## src/rtl/fht_pkg.sv

```systemverilog
// Shared FSM encoding and sizing helpers for the FHT stage controller.
package fht_pkg;

    typedef enum logic [1:0] {
        ST_IDLE   = 2'd0,
        ST_READ   = 2'd1,
        ST_DRAIN  = 2'd2,
        ST_FINISH = 2'd3
    } fht_state_t;

    // Words per bank for a given bank address width (BANK_WORDS = 2^A_BIT).
    function automatic int unsigned bank_words(input int unsigned a_bit);
        return 32'd1 << a_bit;
    endfunction

    // Number of sector bits live in a stage: min(stage, a_bit).
    function automatic int unsigned sect_bits(input int unsigned stage, input int unsigned a_bit);
        return (stage < a_bit) ? stage : a_bit;
    endfunction

endpackage

```

## src/rtl/fht_delay_line.sv

```systemverilog
// Fixed-depth shift register, DEPTH cycles of latency, cleared by async reset.
// No backpressure: advances every cycle.
module fht_delay_line #(
    parameter int WIDTH = 9,
    parameter int DEPTH = 4
) (
    input  logic             iCLK,
    input  logic             iRESET,
    input  logic [WIDTH-1:0] src_dat,
    output logic [WIDTH-1:0] dly_dat
);

    logic [WIDTH-1:0] tap [DEPTH];

    always_ff @(posedge iCLK or negedge iRESET) begin
        if (!iRESET) begin
            for (int i = 0; i < DEPTH; i++) tap[i] <= '0;
        end else begin
            tap[0] <= src_dat;
            for (int i = 1; i < DEPTH; i++) tap[i] <= tap[i-1];
        end
    end

    assign dly_dat = tap[DEPTH-1];

endmodule

```

## src/rtl/fht_stage_ctrl.sv

```systemverilog
// Sequences all FHT stages: read sweep, drain, bank swap; outputs lag FSM state by one cycle.
// No backpressure: once started the transform runs to completion; iSTART only seen in IDLE.
module fht_stage_ctrl
    import fht_pkg::*;
#(
    parameter int A_BIT      = 8,
    parameter int STAGE_BIT  = 4,
    parameter int LAST_STAGE = A_BIT + 1,
    parameter int PIPE       = 4
) (
    input  logic                 iCLK,
    input  logic                 iRESET,
    input  logic                 iSTART,
    output logic                 oBUSY,
    output logic                 oDONE,
    output logic                 oST_ZERO,
    output logic [A_BIT-1:0]     oSECTOR,
    output logic [A_BIT-1:0]     oROM_ADDR,
    output logic                 oRD_EN,
    output logic [A_BIT-1:0]     oRD_ADDR,
    output logic                 oWR_EN,
    output logic [A_BIT-1:0]     oWR_ADDR,
    output logic                 oBANK_SEL,
    output logic [STAGE_BIT-1:0] oSTAGE
);

    localparam int unsigned          BANK_WORDS = bank_words(A_BIT);
    localparam logic [A_BIT-1:0]     LAST_CNT   = A_BIT'(BANK_WORDS - 1);
    localparam logic [A_BIT-1:0]     ALL_ONES   = '1;
    localparam logic [STAGE_BIT-1:0] LAST_STG   = STAGE_BIT'(LAST_STAGE);
    localparam int                   DW         = $clog2(PIPE + 1);
    localparam logic [DW-1:0]        DRAIN_LOAD = DW'(PIPE);

    fht_state_t           state;
    logic [A_BIT-1:0]     cnt;
    logic [DW-1:0]        drain_cnt;
    logic [STAGE_BIT-1:0] stage;
    logic                 bank_sel;

    int unsigned          sb;
    logic [A_BIT-1:0]     sector_nxt;
    logic [A_BIT-1:0]     rom_nxt;
    logic [A_BIT:0]       wr_tap;

    // Later stages widen the sector mask one bit per stage; the ROM stride shrinks to match.
    always_comb begin
        sb         = sect_bits(32'(stage), A_BIT);
        sector_nxt = cnt & (ALL_ONES >> (A_BIT - sb));
        rom_nxt    = sector_nxt << (A_BIT - sb);
    end

    always_ff @(posedge iCLK or negedge iRESET) begin
        if (!iRESET) begin
            state     <= ST_IDLE;
            cnt       <= '0;
            drain_cnt <= '0;
            stage     <= '0;
            bank_sel  <= 1'b0;
            oBUSY     <= 1'b0;
            oDONE     <= 1'b0;
            oST_ZERO  <= 1'b0;
            oSECTOR   <= '0;
            oROM_ADDR <= '0;
            oRD_EN    <= 1'b0;
            oRD_ADDR  <= '0;
            oBANK_SEL <= 1'b0;
            oSTAGE    <= '0;
        end else begin
            oBUSY     <= (state == ST_READ) || (state == ST_DRAIN);
            oDONE     <= 1'b0;
            oRD_EN    <= 1'b0;
            oST_ZERO  <= 1'b0;
            oSTAGE    <= stage;
            oBANK_SEL <= bank_sel;
            case (state)
                ST_IDLE: begin
                    if (iSTART) begin
                        state     <= ST_READ;
                        cnt       <= '0;
                        stage     <= '0;
                        bank_sel  <= 1'b0;
                        oSTAGE    <= '0;
                        oBANK_SEL <= 1'b0;
                    end
                end
                ST_READ: begin
                    oRD_EN    <= 1'b1;
                    oRD_ADDR  <= cnt;
                    oST_ZERO  <= (stage == '0);
                    oSECTOR   <= sector_nxt;
                    oROM_ADDR <= rom_nxt;
                    cnt       <= cnt + 1'b1;
                    if (cnt == LAST_CNT) begin
                        state     <= ST_DRAIN;
                        drain_cnt <= DRAIN_LOAD;
                    end
                end
                ST_DRAIN: begin
                    // Hold reads off until the stage's last write has landed.
                    if (drain_cnt == DW'(1)) begin
                        if (stage == LAST_STG) begin
                            state <= ST_FINISH;
                        end else begin
                            stage    <= stage + 1'b1;
                            bank_sel <= ~bank_sel;
                            cnt      <= '0;
                            state    <= ST_READ;
                        end
                    end else begin
                        drain_cnt <= drain_cnt - 1'b1;
                    end
                end
                ST_FINISH: begin
                    oDONE <= 1'b1;
                    state <= ST_IDLE;
                end
                default: state <= ST_IDLE;
            endcase
        end
    end

    // Write-back mirrors the read stream, delayed by the mixer+butterfly depth.
    fht_delay_line #(
        .WIDTH (A_BIT + 1),
        .DEPTH (PIPE)
    ) u_wr_dly (
        .iCLK    (iCLK),
        .iRESET  (iRESET),
        .src_dat ({oRD_EN, oRD_ADDR}),
        .dly_dat (wr_tap)
    );

    assign oWR_EN   = wr_tap[A_BIT];
    assign oWR_ADDR = wr_tap[A_BIT-1:0];

endmodule

```

## config.mk

```make
export PLATFORM = sky130hd
export DESIGN_NAME = fht_stage_ctrl
export DESIGN_NICKNAME = d
export VERILOG_FILES = /design/src/rtl/fht_pkg.sv /design/src/rtl/fht_delay_line.sv /design/src/rtl/fht_stage_ctrl.sv
export SDC_FILE = /design/constraint.sdc
export NUM_CORES = 1
export LEC_CHECK = 0
export ABC_AREA = 1
export BUFFER_PORTS_ARGS = -buffer_cell sky130_fd_sc_hd__buf_2
export CORE_ASPECT_RATIO = 0.8
export CORE_MARGIN = 2
export CORE_UTILIZATION = 45
export DETAILED_ROUTE_END_ITERATION = 6
export GPL_TIMING_DRIVEN = 0
export HOLD_SLACK_MARGIN = 0.08
export SYNTH_ARGS = -nofsm -noshare
export SYNTH_HDL_FRONTEND = slang
export SYNTH_SLANG_ARGS = --single-unit
```

## constraint.sdc

```tcl
create_clock -name iCLK -period 4.8 [get_ports iCLK]
set_input_delay 0.72 -clock iCLK [delete_from_list [all_inputs] [get_ports iCLK]]
set_output_delay 0.72 -clock iCLK [all_outputs]
set_load 0.005 [all_outputs]
```

== Word-level counts from Yosys, hierarchy flattened ==
Cells that the tools add are included.
Word-level totals
  bits in registers: 87
  input port bits: 3
  output and inout port bits: 42
  logic and storage cells: 74
Cells by class
  add/subtract/negate cells: 4
  magnitude comparators: 1
  eq/ne operators: 11
  shift operators: 2
  multiplexer cells: 26
  bitwise operators: 2
  reductions and logical operators: 10
Operators with widths (number)
  8-bit by 32-bit << shifter with 8-bit output: 1
  8-bit by 32-bit >> shifter with 8-bit output, first input constant: 1
  8-bit two-way mux: 3
  8-bit case mux with 3 select lines: 1
  4-bit two-way mux: 5
  3-bit AND reduction: 3
  8-bit by 1-bit adder with 8-bit output, second input constant: 1
  8-bit AND: 1
  8-bit == test, second input constant: 1
  2-bit two-way mux: 4
  2-bit case mux with 4 select lines: 1
  4-bit case mux with 2 select lines: 1
  1-bit two-way mux: 7
  3-bit two-way mux: 2
  2-bit inequality test, second input constant: 3
  3-bit case mux with 2 select lines: 1
  4-bit by 4-bit subtractor with 5-bit output, first input constant: 1
  4-bit by 1-bit adder with 4-bit output, second input constant: 1
  2-bit == test, second input constant: 2
  4-bit == test, second input constant: 1
  4-bit logical NOT: 1
  4-bit less-than comparator, second input constant: 1
  2-bit by 1-bit inequality test with 1-bit output, second input constant: 2
  4-bit AND reduction: 1
  other kinds (9): 10

== Longest topological paths before layout ==
Gate-level depths: netlist of run 1.
  word-level depth: 6
  mapped depth: 13
  gate-level depth less buffers: 13

== Hierarchy ==
A second synthesis of run 1 with hierarchy kept.
Second synthesis, totals
  cells, all modules: 368
  area, all modules: 3653.5 µm²
By module, submodules not included
  fht_stage_ctrl: times used 1, cells each 323, area an instance 2685.1 µm², sequential area each 1276.2 µm²
  fht_delay_line: times used 1, cells each 45, area an instance 968.4 µm², sequential area each 900.9 µm²

== Worst setup path before layout of run 1 ==
No wires, ideal clock.
  kind: register -> register
  from: register stage[3]
  to: register oROM_ADDR[7]
  setup time: 0.124 ns
  arrival time: 1.687 ns
  data required time: 4.676 ns
  setup slack: 2.989 ns
  stages on the path, launching flop included: 14
  buffers on the path: 1
  period minus slack after synthesis: 1.811 ns
  path through: dfrtp_1 > inv_2 > nand2_4 > ha_1 > buf_2 > inv_2 > o21ai_0 > nand2_1 > nand2_1 > nand2_1 > nand3_1 > nand2_1 > nand2_1 > nand3_1
Between the ends
  word-level cells in the longest chain between the ends: 6
RTL lines
  from (decl): line fht_stage_ctrl.sv:37  | logic [STAGE_BIT-1:0] stage;
  from (signal assigned): line fht_stage_ctrl.sv:104  | stage <= stage + 1'b1;
  4-bit less-than comparator: line fht_pkg.sv:18  | return (stage < a_bit) ? stage : a_bit;
  4-bit two-way mux (*): line fht_pkg.sv:18
  4-bit by 4-bit subtractor with 5-bit output (*): line fht_stage_ctrl.sv:48, fht_stage_ctrl.sv:49
  8-bit by 32-bit >> shifter with 8-bit output: line fht_stage_ctrl.sv:48  | sector_nxt = cnt & (ALL_ONES >> (A_BIT - sb));
  8-bit AND: line fht_stage_ctrl.sv:48
  8-bit by 32-bit << shifter with 8-bit output (*): line fht_stage_ctrl.sv:49  | rom_nxt = sector_nxt << (A_BIT - sb);
  to (signal assigned): line fht_stage_ctrl.sv:91  | oROM_ADDR <= rom_nxt;
  to (decl): line fht_stage_ctrl.sv:18  | output logic [A_BIT-1:0] oROM_ADDR,
Mark *: on every way between the ends. The rest lies on a longest branch, timed or not.
A chain may end at the register's enable or synchronous reset.

== Final worst setup path of run 1 ==
Same ends and word-level chain as after synthesis.

==> reports/metrics.yaml, run 1 <==
detailed_routing:
  wirelength_mm: 6.74
  post-route-drc-count: 0
  final_antenna_net_count: 0
  first_pass_iters: 4
  initialDrtViolationCount: 114
  wl_per_cell_um: 12.5
  dr_total_vias: 2589
  via_per_inst: 4.81
power:
  seq_power_share_pct: 56.8
  switching_power_uw: 300
  total_power_uw: 1290
  p_leak_uw: 0.00206
  pwr-share-clk_pct: 41.8
  power_density_nw_per_um2: 307
  ir_worst_vdd_mv: 0.147
  share_comb_of_total_power_pct: 1.4
  power.internal_uw: 989
  p_sw_share_pct: 23.3
yosys:
  synth.ff_latch_count: 87
  yosysWarningCount: 0
  syn_nets: 385
  synth_top_area_cell: "dfrtp_1"
  syn_avg_cell_area_sq_um: 9.76
  synthTopCellsByArea: "dfrtp_1, nand2_1, ha_1, o21ai_0, nand3_1"
  synthCells: 369
  syn_area_sq_um: 3600
  synth_top_area_share_pct: 60.4
  seq_area_frac_synth_pct: 60.4
  ys_types: 28
final_layout:
  seqCellArea_sq_um: 2180
  syn_to_final_growth_pct: 16.6
  fillers: 749
  fin_nets: 441
  most-common-layout-cells: "nand2_1, dfrtp_1, buf_2"
  diodes: 0
  drive_gt1_share_pct: 21.2
  multi_input_area_sq_um: 1170
sta:
  setup_violations: 0
  tightest_slew_ns: 0.444
  fin_crit_sh_pct: 46.1
  maxSlewHeadroom_pct: 70.4
  final.setup.tns_ns: 0
  rsz0062_at_grt: "no"
  maxClockFrequency_ghz: 0.452
  fin_skew_ns: 0.00629
  finalWorstSetupSlack_ns: 2.59
  slew_violations: 0
  hold_ws_ns: 0.255
  finalHoldViolations: 0
  period_minus_slack_ns: 2.21
grt:
  first_global_vias: 2432
  antenna_found_initial: 0
  grt_pass1_wl_mm: 11.8
  track_usage_pct: 17.2
  grt_max_degree: 62
  grt-ovfl-total: 0
placement:
  place_congestion: 0.852
  hpwl_mm: 4.88
  dp_slack_ns: 2.64
  numPortBuffers: 44
setup_path:
  cp.required_ns: 5.10
  path_class: "reg2reg"
  cp-end-kind: "flop"
  crit_arrival_ns: 2.52
  crit_chain: "inv_2 -> nand2_4 -> ha_1 -> buf_2 -> inv_2 -> nand3_1 -> nor3_1 -> nor2_1 -> nand2_1 -> nand2_1 -> nand3_1"
  slowest_delay_ns: 0.46
  crit_fanout: 10
  cpMaxStageDelayCell: "dfrtp_1"
  cp-start-kind: "flop"
clocking:
  tritoncts: "built"
  numCtsBuffers: 9
  cts.clk_slew.worst_paths_ns: 0.09
  postCtsSetupBuffers: 0
  cts-root-buf: "clkbuf_8"
  cts.sinks: 87
  cts_resized: 0
  cts_max_level: 3
  hold_buffers: 0
  cts_buffer_depth: 2
  insertion_delay_ns: 0.37
floorplanning:
  start_util_pct: 46.0
  die_x_um: 104
  core_sq_um: 7840
  pin_count: 45
  fp.dieArea_sq_um: 8740
  rows: 29
  die_y_um: 84.0
min_path:
  hold_path_class: "in2async"
outcome:
  status: "completed"
run:
  cap_violations: 0
## sequential cells by signal (all words and copies together) (netlist names), 2 cells and up
register          count
cnt                   8
oSECTOR               8
u_wr_dly.dly_dat      9
oROM_ADDR             8
u_wr_dly.tap         27
stage                 4
oSTAGE                4
drain_cnt             3
oRD_ADDR              8
state                 2
## through the flow
stage | utilization (%) | instance area [sq um] | std cells
2_1_floorplan | - | 3600 | 369
3_3_place_gp | 50.5 | 3960 | 521
3_5_place_dp | 50.9 | 3990 | 522
4_1_cts | 53.6 | 4200 | 538
5_1_grt | 53.6 | 4200 | 538
6_report | 53.6 | 4200 | 538
## worst max-delay path, delay by kind of cell (launching register included)
kind	cells	cell delay, ns
simple gates	7	0.92
buf+inv	3	0.48
flops	1	0.46
fa+ha+maj	1	0.30
## area by class of cell
cell class                      count  share of cell area (%)
Sequential cell                    87                    51.8
Multi-Input combinational cell    226                    27.9
Inverter                           40                    3.57
Clock inverter                      7                    2.11
Timing Repair Buffer               45                    5.96
Buffer                             16                    2.41
Clock buffer                        9                    2.95
Tap cell                          108                    3.22
## power groups by stage
stage	registers (uW)	logic [uW]	clock network, uW
2_1_floorplan	747	0.559	0
3_3_place_gp	747	15.9	0
3_5_place_dp	747	19.4	0
4_1_cts	732	19.2	564
5_1_grt	732	21.9	594
6_report	732	17.8	539
## cells by family after synthesis
logic type      count (synthesis)  share of synthesized area (%)
flops                          87                           60.4
xor+xnor                        1                          0.243
buf+inv                        56                           6.98
compound gates                 51                           7.61
fa+ha+maj                      13                           4.52
simple gates                  161                           20.2
## synth_stat cells
cell type and n:
o21ai_1 4, o21ai_0 30, o22ai_1 1, buf_2 3, a31oi_1 1, nor3_2 2
inv_2 5, nor2_1 20, inv_1 35, nand2_2 4, ha_1 13, o31ai_1 4
nor2_2 1, buf_6 1, nor3_1 7, xor2_1 1, buf_4 8, nand3_1 28
nand2_1 87, o2111ai_1 1, nor2_4 3, or2_2 1, dfrtp_1 87, clkbuf_1 4
a21oi_1 9, nand4_1 6, nand2_4 2, o21a_1 1
## path summary, 6_finish.rpt
check / slack [ns] / startpoint / to / depth (start not counted)
worst max-delay path: 2.59 / stage[3] / oROM_ADDR[7] / 11
worst min-delay path: 0.26 / iRESET / u_wr_dly.dly_dat[8] / 1
worst max register to register: 2.59 / stage[3] / oROM_ADDR[7] / 11
worst min register to register: 0.35 / u_wr_dly.tap[25] / u_wr_dly.tap[16] / 0
max in group asynchronous: 3.96 / iRESET / oROM_ADDR[2] / 2
min in group iCLK: 0.35 / u_wr_dly.tap[25] / u_wr_dly.tap[16] / 0
## per-layer routing
layer | GRT usage [%] | vias to the layer above | wire (um)
met5 | 0 | - | 0
met4 | 6.76 | 0 | 154
met3 | 5.00 | 17 | 305
met2 | 24.9 | 61 | 2850
met1 | 24.4 | 1214 | 3430
li1 | - | 1297 | -
No activity file was read; power rests on OpenSTA's default activity.
==> run 2: changes to the inputs <==
Settings changed: PLACE_DENSITY set to 0.67.
Clock period 4.8 ns to 1.9 ns, I/O delays scaled along.
==> run 2 against run 1 <==
  * Global-route usage down 0.051 points
  * Critical path depth is the same
  * Clock skew down 0.0017 ns
  * Critical path type unchanged
  * First-iteration DRC count rose by 15%
==> reports/metrics.yaml, run 2 (synthesized netlist as in run 1, its figures left out) <==
outcome:
  status: "completed"
setup_path:
  crit_fanout: 10  # unchanged
  path_class: "reg2reg"
  critPathTopFamily: "buffers and inverters"
  cpMaxStageDelayCell: "dfrtp_1"
  cp.depth: 11  # unchanged
  slowest_delay_ns: 0.43  # -0.03 ns
  path_buf_inv: 5  # +2
  cp.required_ns: 2.14  # -2.96 ns
  cp_common_cell: "inv_2"
  cp-end-kind: "flop"
  r2r-end: "cnt[6]"
  crit_chain: "inv_2 -> ha_1 -> buf_4 -> nand4_1 -> inv_1 -> nor2_2 -> nand2_2 -> inv_2 -> buf_6 -> o2111ai_1 -> o21ai_0"
  cp-start-kind: "flop"
  worstReg2RegStart: "state[0]"
  reg2reg_depth: 11  # unchanged
  crit_arrival_ns: 2.02  # -0.50 ns
  reg2reg_slack_ns: 0.12  # -2.47 ns
detailed_routing:
  dr_total_vias: 2651  # +2.4%
  initialDrtViolationCount: 131  # +15%
  wirelength_mm: 7.06  # +4.7%
  final_antenna_net_count: 0  # unchanged
  met1_length_mm: 3.29  # -4.2%
  wl_per_cell_um: 12.9  # +3.0%
  highest_layer: "met4"
  dr_wl_met2_mm: 3.32  # +16%
  first_pass_iters: 5  # +1
  via_per_inst: 4.85  # +0.71%
  dr_wl_met3_um: 335  # +9.8%
  post-route-drc-count: 0  # unchanged
placement:
  postPlaceCellArea_sq_um: 3990  # unchanged
  hpwl_mm: 4.85  # -0.68%
  dp_slack_ns: -0.233  # -2.88 ns
  numPortBuffers: 44  # unchanged
  place_congestion: 0.874  # +2.7%
sta:
  maxClockFrequency_ghz: 0.562  # +24%
  finalWorstSetupSlack_ns: 0.121  # -2.47 ns
  tightest_slew_ns: 0.327  # -0.118 ns
  fin_crit_sh_pct: 93.6  # +48 points
  finalHoldViolations: 0  # unchanged
  period_minus_slack_ns: 1.78  # -0.434 ns
  rsz0062_at_grt: "yes"
  fin_skew_ns: 0.00463  # -0.00166 ns
  setup_violations: 0  # unchanged
  slew_violations: 0  # unchanged
  maxSlewHeadroom_pct: 78.2  # +7.8 points
floorplanning:
  die_x_um: 104  # unchanged
  start_util_pct: 46.0  # unchanged
  fp.dieArea_sq_um: 8740  # unchanged
  die_y_um: 84.0  # unchanged
  core_sq_um: 7840  # unchanged
  pin_count: 45  # unchanged
  rows: 29  # unchanged
power:
  power_density_nw_per_um2: 751  # +140%
  p_leak_uw: 0.00213  # +3.4%
  ir_worst_vdd_mv: 0.420  # +180%
clocking:
  cts.clk_slew.worst_paths_ns: 0.09  # about the same
  cts-root-buf: "clkbuf_8"
  insertion_delay_ns: 0.35  # -0.02 ns
  cts_buffer_depth: 2  # unchanged
  cts.sinks: 87  # unchanged
  tritoncts: "built"
  numCtsBuffers: 9  # unchanged
  cts_max_level: 3  # unchanged
grt:
  grt-ovfl-total: 0  # unchanged
  antenna_found_initial: 0  # unchanged
  grt_max_degree: 69  # +11%
  grt_pass1_wl_mm: 11.9  # +0.71%
  track_usage_pct: 17.1  # -0.051 points
  first_global_vias: 2471  # +1.6%
min_path:
  min_from: "iSTART"
  min_path_cells: 4
  hold_path_class: "in2reg"
  holdPathEnd: "oBANK_SEL"
final_layout:
  regMostFlops: "u_wr_dly.tap"
  layout_commonest_cell: "dfrtp_1"
  most-common-layout-cells: "dfrtp_1, nand2_1, buf_2"
  syn_to_final_growth_pct: 20.8
  fin_nets: 450  # +2.0%
  diodes: 0  # unchanged
  fillers: 724  # -3.3%
  drive_gt1_share_pct: 27.1  # +5.9 points
  largest_reg_flops: 27  # unchanged
  final_cell_area_sq_um: 4350  # +3.6%
run:
  cap_violations: 0  # unchanged
==> run 2: cell count changes in the layout (fill, tap and decap cells not counted), moves of 4 or more <==
cell      previous run  this run
clkbuf_1             4         0
buf_4                9        19
clkbuf_2             0         4
nand2_1             87        81
nand2_2              4        10
==> run 2: worst min-delay path, stage by stage <==
cell and delay, ns:
buf_2 0.10, nand2_1 0.07, inv_1 0.14, nor2_1 0.06
==> run 2: stage by stage <==
stage | util, % | power (uW) | cells | hold WS [ns] | setup TNS, ns
floorplan | - | 1890 | 369 | -0.0106 | 0
global placement | 50.5 | 1930 | 521 | 0.331 | -16.91
detailed placement | 50.9 | 1940 | 522 | 0.190 | -2.97
CTS | 54.7 | 3320 | 542 | 0.311 | -0.000912
global route | 55.5 | 3390 | 547 | 0.344 | -0.0476
finish | 55.5 | 3270 | 547 | 0.335 | 0
==> run 2: how the worst max path moves through the flow <==
stage             start            to
2_1_floorplan  stage[3]  oROM_ADDR[7]
3_3_place_gp   stage[3]  oROM_ADDR[7]
3_5_place_dp   stage[3]  oROM_ADDR[7]
4_1_cts        stage[0]  oROM_ADDR[7]
5_1_grt        state[0]      stage[3]
6_report       state[0]        cnt[6]
==> run 2: what timing repair did <==
| item | 4_1_cts | 5_1_grt |
|---|---|---|
| resized for setup | 16 | 12 |
| pin swaps | 0 | 3 |
| endpoints found under the hold margin | 19 | 0 |
| setup buffers | 3 | 6 |
| hold buffers | 1 | 0 |
| endpoints found under the setup margin | 29 | 17 |
==> run 2: per-layer routing <==
| layer | track usage [%] | vias up |
|---|---|---|
| li1 | - | 1318 |
| met1 | 23.3 | 1256 |
| met2 | 27.0 | 62 |
| met3 | 4.14 | 15 |
| met4 | 5.90 | 0 |
| met5 | 0 | - |
==> run 2: power breakdown <==
| group | switching, uW | total (uW) | leakage, uW | internal [uW] |
|---|---|---|---|---|
| combinational | 37.0 | 47.0 | 0.000961 | 9.98 |
| clock | 702 | 1370 | 0.000109 | 667 |
| sequential | 0 | 1850 | 0.00106 | 1850 |
==> run 2: final cells by class <==
cell class | count | area, sq um | share of cell area [%]
clock buffer | 10 | 138 | 3.16
sequential | 87 | 2180 | 50.1
timing repair buffer | 55 | 328 | 7.54
tap | 108 | 135 | 3.11
multi-input combinational | 226 | 1230 | 28.4
clock inverter | 6 | 76.3 | 1.75
inverter | 40 | 155 | 3.57
buffer | 15 | 104 | 2.39
==> run 3: changes to the inputs <==
Settings changed: CORE_UTILIZATION 45 to 40, PLACE_DENSITY 0.67 to not set, SYNTH_HIERARCHICAL set to 1.
==> run 3 against run 2 <==
  * Hold slack improved by 0.012 ns
  * Critical path depth fell by 1
  * Via count fell by 0.87%
  * Global-route usage fell by 1.1 points
  * Critical endpoint is now oROM_ADDR[7]
==> reports/metrics.yaml, run 3 <==
outcome:
  status: "completed"
yosys:
  synthCells: 368  # -0.27%
  async_flop_share_pct: 100  # unchanged
  synthTopCellsByArea: "dfrtp_1, nand2_1, ha_1, nand3_1, o21ai_0"
  synth_edf_count: 0  # unchanged
  yosysWarningCount: 6  # +6
  seq_area_frac_synth_pct: 59.6  # -0.85 points
  syn_nets: 384  # -0.26%
  synth_common_cells: "dfrtp_1, nand2_1, nand3_1"
  synth_top_area_share_pct: 59.6  # -0.85 points
  ys.flop_type: "dfrtp_1"
  syn_avg_cell_area_sq_um: 9.93  # +1.7%
  synth.most_common_cell: "dfrtp_1"
  ys_types: 32  # +14%
  synth.ff_latch_count: 87  # unchanged
  syn_area_sq_um: 3650  # +1.4%
  synth_top_area_cell: "dfrtp_1"
grt:
  grt_max_degree: 64  # -7.2%
  track_usage_pct: 16.0  # -1.1 points
  grt_pass1_wl_mm: 12.4  # +4.4%
  grt-ovfl-total: 0  # unchanged
  first_global_vias: 2470  # -0.040%
  antenna_found_initial: 0  # unchanged
placement:
  place_congestion: 0.877  # +0.27%
  postPlaceCellArea_sq_um: 4050  # +1.5%
  numPortBuffers: 44  # unchanged
  hpwl_mm: 5.36  # +11%
sta:
  slew_violations: 0  # unchanged
  maxSlewHeadroom_pct: 74.2  # -4.0 points
  fin_skew_ns: 0.00331  # -0.00132 ns
  fin_crit_sh_pct: 95.0  # +1.4 points
  finalHoldViolations: 0  # unchanged
  setup_violations: 0  # unchanged
  tightest_slew_ns: 0.387  # +0.0601 ns
  period_minus_slack_ns: 1.81  # +0.0258 ns
  maxClockFrequency_ghz: 0.554  # -1.4%
  final.setup.tns_ns: 0  # unchanged
final_layout:
  most-common-layout-cells: "dfrtp_1, nand2_1, buf_2"
  syn_to_final_growth_pct: 25.0
  diodes: 0  # unchanged
  drive_gt1_share_pct: 29.8  # +2.7 points
  layout_commonest_cell: "dfrtp_1"
  fillers: 825  # +14%
  final_cell_area_sq_um: 4570  # +5.0%
  largest_reg_flops: 27  # unchanged
  seqCellArea_sq_um: 2180  # about the same
  multi_input_area_sq_um: 1290  # +4.7%
  fin_nets: 451  # +0.22%
  regMostFlops: "u_wr_dly/tap"
detailed_routing:
  wirelength_mm: 7.58  # +7.4%
  wl_per_cell_um: 13.7  # +5.8%
  via_per_inst: 4.74  # -2.3%
  dr_total_vias: 2628  # -0.87%
  post-route-drc-count: 0  # unchanged
  first_pass_iters: 4  # -1
  final_antenna_net_count: 0  # unchanged
  initialDrtViolationCount: 161  # +23%
power:
  power_density_nw_per_um2: 1670  # +120%
  p_leak_uw: 0.00240  # +13%
  ir_worst_vdd_mv: 0.666  # +59%
setup_path:
  crit_arrival_ns: 2.07  # +0.05 ns
  path_buf_inv: 1  # -4
  path_class: "reg2reg"
  crit_chain: "nand2_8 -> ha_4 -> inv_2 -> nand2_2 -> nand2_4 -> nor2_4 -> nand3b_1 -> o21ai_0 -> nand3_1 -> nand3_1"
  cp-start-kind: "flop"
  cp_common_cell: "nand3_1"
  cp.required_ns: 2.17  # +0.03 ns
  crit_fanout: 9  # -1
  slowest_delay_ns: 0.49  # +0.06 ns
  cpMaxStageDelayCell: "dfrtp_2"
  critPathTopFamily: "simple AND/OR/NAND/NOR gates"
  cp-end-kind: "flop"
clocking:
  cts-root-buf: "clkbuf_16"
  cts.sinks: 87  # unchanged
  insertion_delay_ns: 0.33  # -0.02 ns
  cts.clk_slew.worst_paths_ns: 0.06  # -0.03 ns
  numCtsBuffers: 9  # unchanged
  cts_buffer_depth: 2  # unchanged
  tritoncts: "built"
  cts_max_level: 3  # unchanged
floorplanning:
  die_x_um: 111  # +6.6%
  fp.dieArea_sq_um: 9920  # +13%
  core_sq_um: 8960  # +14%
  pin_count: 45  # unchanged
  rows: 31  # +6.9%
  start_util_pct: 40.8  # -5.2 points
  die_y_um: 89.5  # +6.5%
run:
  cap_violations: 0  # unchanged
min_path:
  hold_path_class: "reg2reg"
[run 3: cell types whose count changed after synthesis, sizes merged, moves of 3 or more]
cell,previous run,this run
buf,12,15
inv,40,36
nand3,28,33
nand4,6,3
nor2,24,29
nor3,9,5
o21ai,34,31
[run 3: worst reg2reg max path: stages, from the launching register on]
cell,delay [ns]
dfrtp_2,0.49
nand2_8,0.15
ha_4,0.16
inv_2,0.05
nand2_2,0.09
nand2_4,0.10
nor2_4,0.13
nand3b_1,0.14
o21ai_0,0.25
nand3_1,0.11
nand3_1,0.08
[run 3: layer usage]
metal,up-vias,track usage (%),part of all wire [%]
met5,-,0,0
met4,0,3.98,0.74
met3,6,4.95,4.0
met2,46,24.7,45
met1,1258,22.3,50
li1,1318,-,-
[run 3: cells by family after synthesis]
kind of cell               count (synthesis)  share of synthesized area [%]
AOI/OAI and AO/OA                         46                           6.78
xor gates and xnor gates                   3                          0.719
adders and majority gates                 13                           4.45
buffers and inverters                     53                           6.78
DFF                                       87                           59.6
and+or+nand+nor                          166                           21.7
[run 3: power breakdown]
part	switching (uW)	internal, uW	total [uW]	leakage [uW]
registers	249	2280	2530	0.00117
clock network	753	1210	1960	0.000167
logic	1940	1180	3120	0.00107
total	2940	4670	7610	0.00240
[run 3: timing repair]
action,in CTS,in global routing
gates cloned,0,0
buffers inserted,3,8
hold buffers,1,0
gates resized for setup,11,23
pin swaps,3,6
endpoints found under the hold margin,24,0
setup endpoints to repair,24,31
[run 3: through the flow]
stage	total power [uW]	std cells	setup WS, ns	utilization, %	hold WS, ns
floorplan	4430	368	0.0395	-	-0.0106
global placement	5210	527	-0.378	44.8	0.332
detailed placement	5250	528	-0.353	45.2	0.225
CTS	7390	548	0.00315	49.7	0.348
global route	8190	555	-0.0157	51.0	0.352
finish	7610	555	0.0950	51.0	0.348
[run 3: area by class of cell]
type / count / share of cell area (%)
Timing Repair Buffer: 57 / 7.50
Tap cell: 115 / 3.15
Clock inverter: 6 / 2.19
Multi-Input combinational cell: 228 / 28.3
Clock buffer: 10 / 5.23
Sequential cell: 87 / 47.7
Buffer: 16 / 2.63
Inverter: 36 / 3.26
[run 3: worst paths after layout]
path                                  start                to  slack (ns)  cells past startpoint
min in group asynchronous            iRESET             oBUSY        0.40                      2
hold reg to reg            u_wr_dly/tap[25]  u_wr_dly/tap[16]        0.35                      0
setup reg to reg                   stage[0]      oROM_ADDR[7]        0.09                     10
max in group asynchronous            iRESET          stage[3]        0.88                      3
hold / removal             u_wr_dly/tap[25]  u_wr_dly/tap[16]        0.35                      0
setup / recovery                   stage[0]      oROM_ADDR[7]        0.09                     10
